`src/rtl/fx3_stream_pkg.sv`:
```
// rtl/fx3_stream_pkg.sv - shared types and helpers for the FX3 stream-in sequencer
package fx3_stream_pkg;

    typedef enum logic [1:0] {IDLE, ARMED, STREAM, GAP} fx3_ctrl_state_t;

    localparam int BUF_WORDS_DEF = 4092;

    // Counter width able to hold 0..words-1, never narrower than one bit.
    function automatic int wcnt_w(input int words);
        return (words <= 1) ? 1 : $clog2(words);
    endfunction

endpackage

```
`src/rtl/fx3_burst_counter.sv`:
```
// rtl/fx3_burst_counter.sv - restartable up-counter flagging its terminal count
module fx3_burst_counter
    import fx3_stream_pkg::*;
#(
    parameter int TERM = BUF_WORDS_DEF
) (
    input  logic aclk,
    input  logic resetn,
    input  logic start,
    input  logic tick,
    output logic last
);

    localparam int W = wcnt_w(TERM);

    logic [W-1:0] cnt;

    always_ff @(posedge aclk) begin
        if (!resetn) begin
            cnt <= '0;
        end else if (start) begin
            cnt <= '0;
        end else if (tick) begin
            cnt <= cnt + W'(1);
        end
    end

    assign last = (cnt == W'(TERM - 1));

endmodule

```
`src/rtl/fx3_stream_in_ctrl.sv`:
```
// rtl/fx3_stream_in_ctrl.sv - buffer-level sequencer between stream-in FIFO and FX3 GPIF read port
module fx3_stream_in_ctrl
    import fx3_stream_pkg::*;
#(
    parameter int BUF_WORDS  = BUF_WORDS_DEF,
    parameter int FIFO_CNT_W = 16,
    parameter int GAP_CYCLES = 2
) (
    input  logic                  aclk,
    input  logic                  aresetn,
    input  logic                  fx3_resetn,
    input  logic [FIFO_CNT_W-1:0] fifo_count,
    input  logic                  fifo_empty,
    input  logic                  fifo_overflow,
    output logic                  fifo_rd_en,
    input  logic                  fx3_read_ready,
    output logic                  fx3_data_available,
    output logic                  thread_sel,
    output logic                  buf_done,
    output logic [31:0]           buf_count,
    output logic                  overflow,
    output logic                  underrun,
    output logic                  proto_err
);

    fx3_ctrl_state_t state;
    logic            rr_q;
    logic            req;
    logic            run;
    logic            in_stream;
    logic            word_last;
    logic            gap_last;

    assign req       = fx3_read_ready ^ rr_q;
    assign run       = aresetn & fx3_resetn;
    assign in_stream = (state == STREAM);

    // Pop and done are gated by reset so an abandoned slot never pops or completes.
    assign fifo_rd_en = run & in_stream & ~fifo_empty;
    assign buf_done   = run & in_stream & word_last;

    fx3_burst_counter #(.TERM(BUF_WORDS)) u_word_cnt (
        .aclk   (aclk),
        .resetn (run),
        .start  ((state == ARMED) & req),
        .tick   (in_stream),
        .last   (word_last)
    );

    fx3_burst_counter #(.TERM(GAP_CYCLES)) u_gap_cnt (
        .aclk   (aclk),
        .resetn (run),
        .start  (in_stream & word_last),
        .tick   (state == GAP),
        .last   (gap_last)
    );

    always_ff @(posedge aclk) begin
        if (!aresetn) begin
            state              <= IDLE;
            rr_q               <= fx3_read_ready;
            fx3_data_available <= 1'b0;
            thread_sel         <= 1'b0;
            buf_count          <= 32'd0;
            overflow           <= 1'b0;
            underrun           <= 1'b0;
            proto_err          <= 1'b0;
        end else begin
            rr_q <= fx3_read_ready;
            if (fifo_overflow) overflow <= 1'b1;
            // Soft reset keeps the counter and sticky flags for the host to inspect.
            if (!fx3_resetn) begin
                state              <= IDLE;
                fx3_data_available <= 1'b0;
                thread_sel         <= 1'b0;
            end else begin
                if (req && state != ARMED) proto_err <= 1'b1;
                if (in_stream && fifo_empty) underrun <= 1'b1;
                case (state)
                    IDLE: begin
                        if (fifo_count >= FIFO_CNT_W'(BUF_WORDS)) begin
                            state              <= ARMED;
                            fx3_data_available <= 1'b1;
                        end
                    end
                    ARMED: begin
                        if (req) begin
                            state              <= STREAM;
                            fx3_data_available <= 1'b0;
                        end
                    end
                    STREAM: begin
                        if (word_last) begin
                            state      <= GAP;
                            thread_sel <= ~thread_sel;
                            buf_count  <= buf_count + 32'd1;
                        end
                    end
                    GAP: begin
                        if (gap_last) state <= IDLE;
                    end
                    default: state <= IDLE;
                endcase
            end
        end
    end

endmodule
```
`config.mk`:
```
export PLATFORM = sky130hd
export DESIGN_NAME = fx3_stream_in_ctrl
export DESIGN_NICKNAME = d
export VERILOG_FILES = /design/src/rtl/fx3_stream_pkg.sv /design/src/rtl/fx3_burst_counter.sv /design/src/rtl/fx3_stream_in_ctrl.sv
export SDC_FILE = /design/constraint.sdc
export NUM_CORES = 1
export LEC_CHECK = 0
export CORE_ASPECT_RATIO = 1.75
export CORE_MARGIN = 5
export CORE_UTILIZATION = 35
export DETAILED_ROUTE_END_ITERATION = 8
export GPL_TIMING_DRIVEN = 0
export HOLD_SLACK_MARGIN = 0.06
export SLEW_MARGIN = 10
export SYNTH_ARGS = -nofsm -noshare
export SYNTH_HDL_FRONTEND = slang
export SYNTH_SLANG_ARGS = --single-unit
```
`constraint.sdc`:
```
create_clock -name aclk -period 2.6 [get_ports aclk]
set_input_delay 0.52 -clock aclk [delete_from_list [all_inputs] [get_ports aclk]]
set_output_delay 0.52 -clock aclk [all_outputs]
set_load 0.01 [all_outputs]
```
=== Word-level counts from Yosys, hierarchy flattened ===
Cells that the tools add are included.

* Register bits: 53
* Latch bits: 0
* Bits in writable memories: 0
* ROM bits: 0
* Output and inout bits: 39
* Logic and storage cells: 54
* Memories kept: 0

* $add $sub $neg: 3
* Multipliers: 0
* Divide/modulo/power cells: 0
* Magnitude comparators: 1
* Equality and inequality tests: 9
* Shift operators: 0
* Multiplexer cells: 8
* Bitwise logic cells: 10
* Reduce and logical (&&, ||, !) cells: 13

{| class="wikitable"
|+ Operators with widths
! cell !! count
|-
| $add A32 B1 Y32 const B || 1
|-
| $ge A16 B12 Y1 const B || 1
|-
| $add A12 B1 Y12 const B || 1
|-
| $eq A12 B12 Y1 const B || 1
|-
| $mux W2 || 4
|-
| $pmux W2 S4 || 1
|-
| $reduce_and A2 Y1 || 4
|-
| $and A1 B1 Y1 || 6
|-
| $ne A2 B2 Y1 const B || 3
|-
| $reduce_and A3 Y1 || 2
|-
| $eq A2 B2 Y1 const B || 2
|-
| $ne A2 B1 Y1 const B || 2
|-
| $reduce_and A4 Y1 || 1
|-
| $reduce_or A2 Y1 || 2
|-
| $not A1 Y1 || 3
|-
| $eq A2 B1 Y1 const B || 1
|-
| $logic_and A1 B1 Y1 || 2
|-
| $logic_not A2 Y1 || 1
|-
| $mux W1 || 2
|-
| $pmux W1 S2 || 1
|-
| $reduce_bool A2 Y1 || 1
|-
| $add A1 B1 Y1 const B || 1
|-
| $xor A1 B1 Y1 || 1
|}

=== Logic depth before layout (Yosys ltp) ===
* Depth after elaboration: 3
* Gate-level depth with buffers: 8
* Gate-level depth less buffers: 7

=== Hierarchy ===
From an unflattened synthesis, not the netlist that was laid out.

* Cells, all modules: 295
* Area, all modules: 2,571.2 µm²

{| class="wikitable"
|+ By module, submodules not included
! module !! times used !! cells an instance !! area an instance (µm²) !! seq. area each (µm²)
|-
| fx3_stream_in_ctrl || 1 || 232 || 1,989.4 || 800.8
|-
| fx3_burst_counter at u_word_cnt || 1 || 60 || 540.5 || 240.2
|-
| fx3_burst_counter at u_gap_cnt || 1 || 3 || 41.3 || 20.0
|}

=== Least setup slack after synthesis ===
No wires, ideal clock.

* Kind: flip-flop to output port
* Start point: register u_word_cnt.cnt[0]
* End point: output port buf_done
* Data arrival time: 1,573 ps
* Setup slack: 507 ps
* Cell stages (with the launch flop): 6
* Path buffers: 1
* Path through: dfxtp_1 ha_1 nand2_1 or3_1 clkbuf_1 nor4_1

* Longest elaborated chain between the ends: 2

{| class="wikitable"
|+ Ends and longest elaborated chain
! element !! RTL line !! RTL
|-
| start: declaration || fx3_burst_counter.sv:16 || <nowiki>logic [W-1:0] cnt;</nowiki>
|-
| start signal: assignment || fx3_burst_counter.sv:24 || <nowiki>cnt <= cnt + W'(1);</nowiki>
|-
| $eq A12 B12 Y1 || fx3_burst_counter.sv:28 || <nowiki>assign last = (cnt == W'(TERM - 1));</nowiki>
|-
| $and A1 B1 Y1 || fx3_stream_in_ctrl.sv:40 || <nowiki>assign buf_done = run & in_stream & word_last;</nowiki>
|-
| end: declaration || fx3_stream_in_ctrl.sv:19 || <nowiki>output logic buf_done,</nowiki>
|}

Every way passes these cells.

=== Final worst setup path ===
* Start point: input port fx3_resetn
* End point: register buf_count[31]

* Longest elaborated chain between the ends: 1

{| class="wikitable"
|+ Ends and longest elaborated chain
! element !! RTL line !! RTL
|-
| start: declaration || fx3_stream_in_ctrl.sv:11 || <nowiki>input logic fx3_resetn,</nowiki>
|-
| $reduce_and A3 Y1 (no line) || - ||
|-
| end signal: assignment || fx3_stream_in_ctrl.sv:96 || <nowiki>buf_count <= buf_count + 32'd1;</nowiki>
|-
| end: declaration || fx3_stream_in_ctrl.sv:20 || <nowiki>output logic [31:0] buf_count,</nowiki>
|}

Every way passes these cells.
A chain may end at the register's enable or synchronous reset.

==> flow_metrics.env <==
export IMPL_status="complete, no violations"
export IMPL_hold_viol=0
export IMPL_initial_core_util=0.3536
export IMPL_antenna_cells=0
export IMPL_synth_edf_count=0
export IMPL_synth_seq_cells=53
export IMPL_grt_pass1_wl_um=10680
export IMPL_crit_path_max_fanout=10
export IMPL_combPwrFrac=0.060
export IMPL_power_density_nw_per_um2=459.8
export IMPL_period_share=0.9613
export IMPL_final_common_cell="clkdlybuf4s50_1"
export IMPL_die_w_um=74.16
export IMPL_max_cap_violations=0
export IMPL_via_per_inst=5.289
export IMPL_clkPwrFrac=0.411
export IMPL_post_place_ws_ns=-0.2719
export IMPL_ctsLongestPathBuffers=2
export IMPL_hp_class="reg2reg"
export IMPL_fin_ws_ns=0.1006
export IMPL_max_freq_mhz=400.1
export IMPL_slew_violations=0
export IMPL_start_kind="input port"
export IMPL_route_detailed_drc=0
export IMPL_finalClockSkew_ns=0.007258
export IMPL_arrival_ns=2.72
export IMPL_p_sw_uw=337.9
export IMPL_power_internal_uw=1221
export IMPL_synth_area_um2=2521
export IMPL_dieArea_um2=9067
export IMPL_numCtsBuffers=5
export IMPL_worstMarginPinSlew_ns=0.6270
export IMPL_cts_sinks=53
export IMPL_rows=41
export IMPL_core_area_um2=7131
export IMPL_synth_avg_cell_area_um2=8.404
export IMPL_areaGrowthSynthToFinish_pct=34.49
export IMPL_numPortBuffers=58
export IMPL_root_buffer="clkbuf_16"
export IMPL_drt_wl_total_um=6483
export IMPL_syn_nets=328
export IMPL_wl_per_cell_um=14.31
export IMPL_layout_common_cells="57 x clkdlybuf4s50_1, 51 x dfxtp_1, 28 x a21oi_1"
export IMPL_synth_ff_type="dfxtp_1"
export IMPL_ant_nets=0
export IMPL_async_reset_ff_frac=0
export IMPL_drt_initial_drc_count=124
export IMPL_end_kind="register"
export IMPL_grt_pass1_vias=2315
export IMPL_slew_headroom=0.5788
export IMPL_clk_latency_ns=0.29
export IMPL_pin_count=61
export IMPL_synthCells=300
export IMPL_dr_total_vias=2396
export IMPL_place_gp_congestion=0.7606
export IMPL_cts_hold_buffers=0
export IMPL_dp_hpwl_um=4946
export IMPL_yosysSeqAreaShare=0.4208
export IMPL_sw_frac_of_total=0.2168
export IMPL_p_leak_uw=0.001075
export IMPL_yosysWarningCount=0
export IMPL_dr_pass1_iters=4
export IMPL_grt_total_usage=0.1495
export IMPL_grt_overflow=0
export IMPL_htreeDepth=2
export IMPL_die_y_um=122.3
export IMPL_seq_power_share=0.529
export IMPL_ir_worst_vdd_mv=0.3428
export IMPL_cts_tree="done"
export IMPL_fin_crit_ns=2.499
export IMPL_ys_types=36
export IMPL_grt_max_degree=16
export IMPL_drive_gt1_frac=0.09264
export IMPL_critPathKind="in2reg"
export IMPL_antenna_found_initial=0
export IMPL_finalSetupViolations=0
export IMPL_finalPower_uw=1559
export IMPL_nets=394
export IMPL_required_ns=2.82
export IMPL_clk_pin_slew_ns=0.06
worst max-delay path: stages:
cell,delay [ns]
clkdlybuf4s50_1,0.59
nand4_1,0.25
nor4_4,0.26
buf_4,0.19
nand4_2,0.21
or4_1,0.54
a21oi_1,0.15
sequential cells by signal, summed over array words and instances (netlist names):
name,count
buf_count,32
u_word_cnt.cnt,12
state,2
fx3_data_available,1
overflow,1
proto_err,1
rr_q,1
thread_sel,1
u_gap_cnt.last,1
underrun,1
per-stage QoR:
stage                     hold WS [ns]  instance area (µm²)  setup TNS (ns)  instances    util
final                           0.4761                 3391               0        453  0.4755
after global routing            0.5118                 3391        -0.01240        453  0.4755
after detailed placement        0.4692                 3209          -3.911        444  0.4501
after floorplan                 0.4474                 2521               0        300       -
after CTS                       0.4804                 3357               0        451  0.4708
after global placement          0.4546                 3209          -3.848        444  0.4501
cells in the mapped netlist (5+ instances only):
| master | n | area [µm²] |
|---|---|---|
| or3_2 | 5 | 37.54 |
| xnor2_1 | 8 | 70.07 |
| nor3_1 | 8 | 40.04 |
| and3_1 | 5 | 31.28 |
| or4_1 | 6 | 45.04 |
| nand2_1 | 27 | 101.4 |
| inv_1 | 10 | 37.54 |
| or3_1 | 15 | 93.84 |
| ha_1 | 6 | 75.07 |
| o31ai_1 | 6 | 45.04 |
| nand3_1 | 12 | 60.06 |
| dfxtp_1 | 53 | 1061 |
| a21oi_1 | 28 | 140.1 |
| o21ai_0 | 20 | 100.1 |
| clkbuf_1 | 9 | 33.78 |
| nor4_1 | 6 | 37.54 |
| nand4_1 | 15 | 93.84 |
| nor2_1 | 25 | 93.84 |
| xor2_1 | 11 | 96.34 |
routing by layer:
metal,share of wire,GRT usage,wire length [µm]
met5,0,0,0
met4,0.016,0.06009,101
met3,0.048,0.03197,310
met2,0.55,0.2722,3541
met1,0.39,0.1626,2530
worst paths after layout:
kind	startpoint	end	slack, ns	depth (start not counted)
max reg2reg	u_word_cnt.cnt[0]	buf_count[31]	0.32	6
max	fx3_resetn	buf_count[31]	0.10	7
min	buf_count[4]	buf_count[4]	0.48	2
min reg2reg	buf_count[4]	buf_count[4]	0.48	2
cells by family (layout without fill, tap and decap cells):
kind of cell | count (synthesis) | count (layout) | share of synthesized area
adder cells (fa/ha/maj) | 6 | 6 | 0.02978
XOR/XNOR | 19 | 19 | 0.06601
AND/OR/NAND/NOR | 138 | 138 | 0.3102
flip-flops | 53 | 53 | 0.4208
AO/OA/AOI/OAI | 61 | 61 | 0.1335
buffers and inverters | 21 | 88 | 0.03176
multiplexers | 2 | 2 | 0.007941
power by group through the flow:
stage	registers (µW)	clock network (µW)	logic, µW
2_1_floorplan	844	0	38.0
3_3_place_gp	843	0	91.3
3_5_place_dp	843	0	92.5
4_1_cts	824	668	93.1
5_1_grt	825	692	103
6_report	824	641	93.2
repair_timing:
item,4_1_cts,5_1_grt
gates resized for setup,9,6
buffers inserted,0,2
setup endpoints to repair,2,14
pin swaps,1,1
final cells by class:
type / count / area, µm²
Fill cell: 718 / 3740
Multi-Input combinational cell: 226 / 1401
Sequential cell: 53 / 1064
Timing Repair Buffer: 60 / 596.8
Clock buffer: 6 / 128.9
Tap cell: 86 / 107.6
Inverter: 11 / 43.79
Buffer: 9 / 38.79
Clock inverter: 2 / 10.01
(Power assumes the default switching activity.)
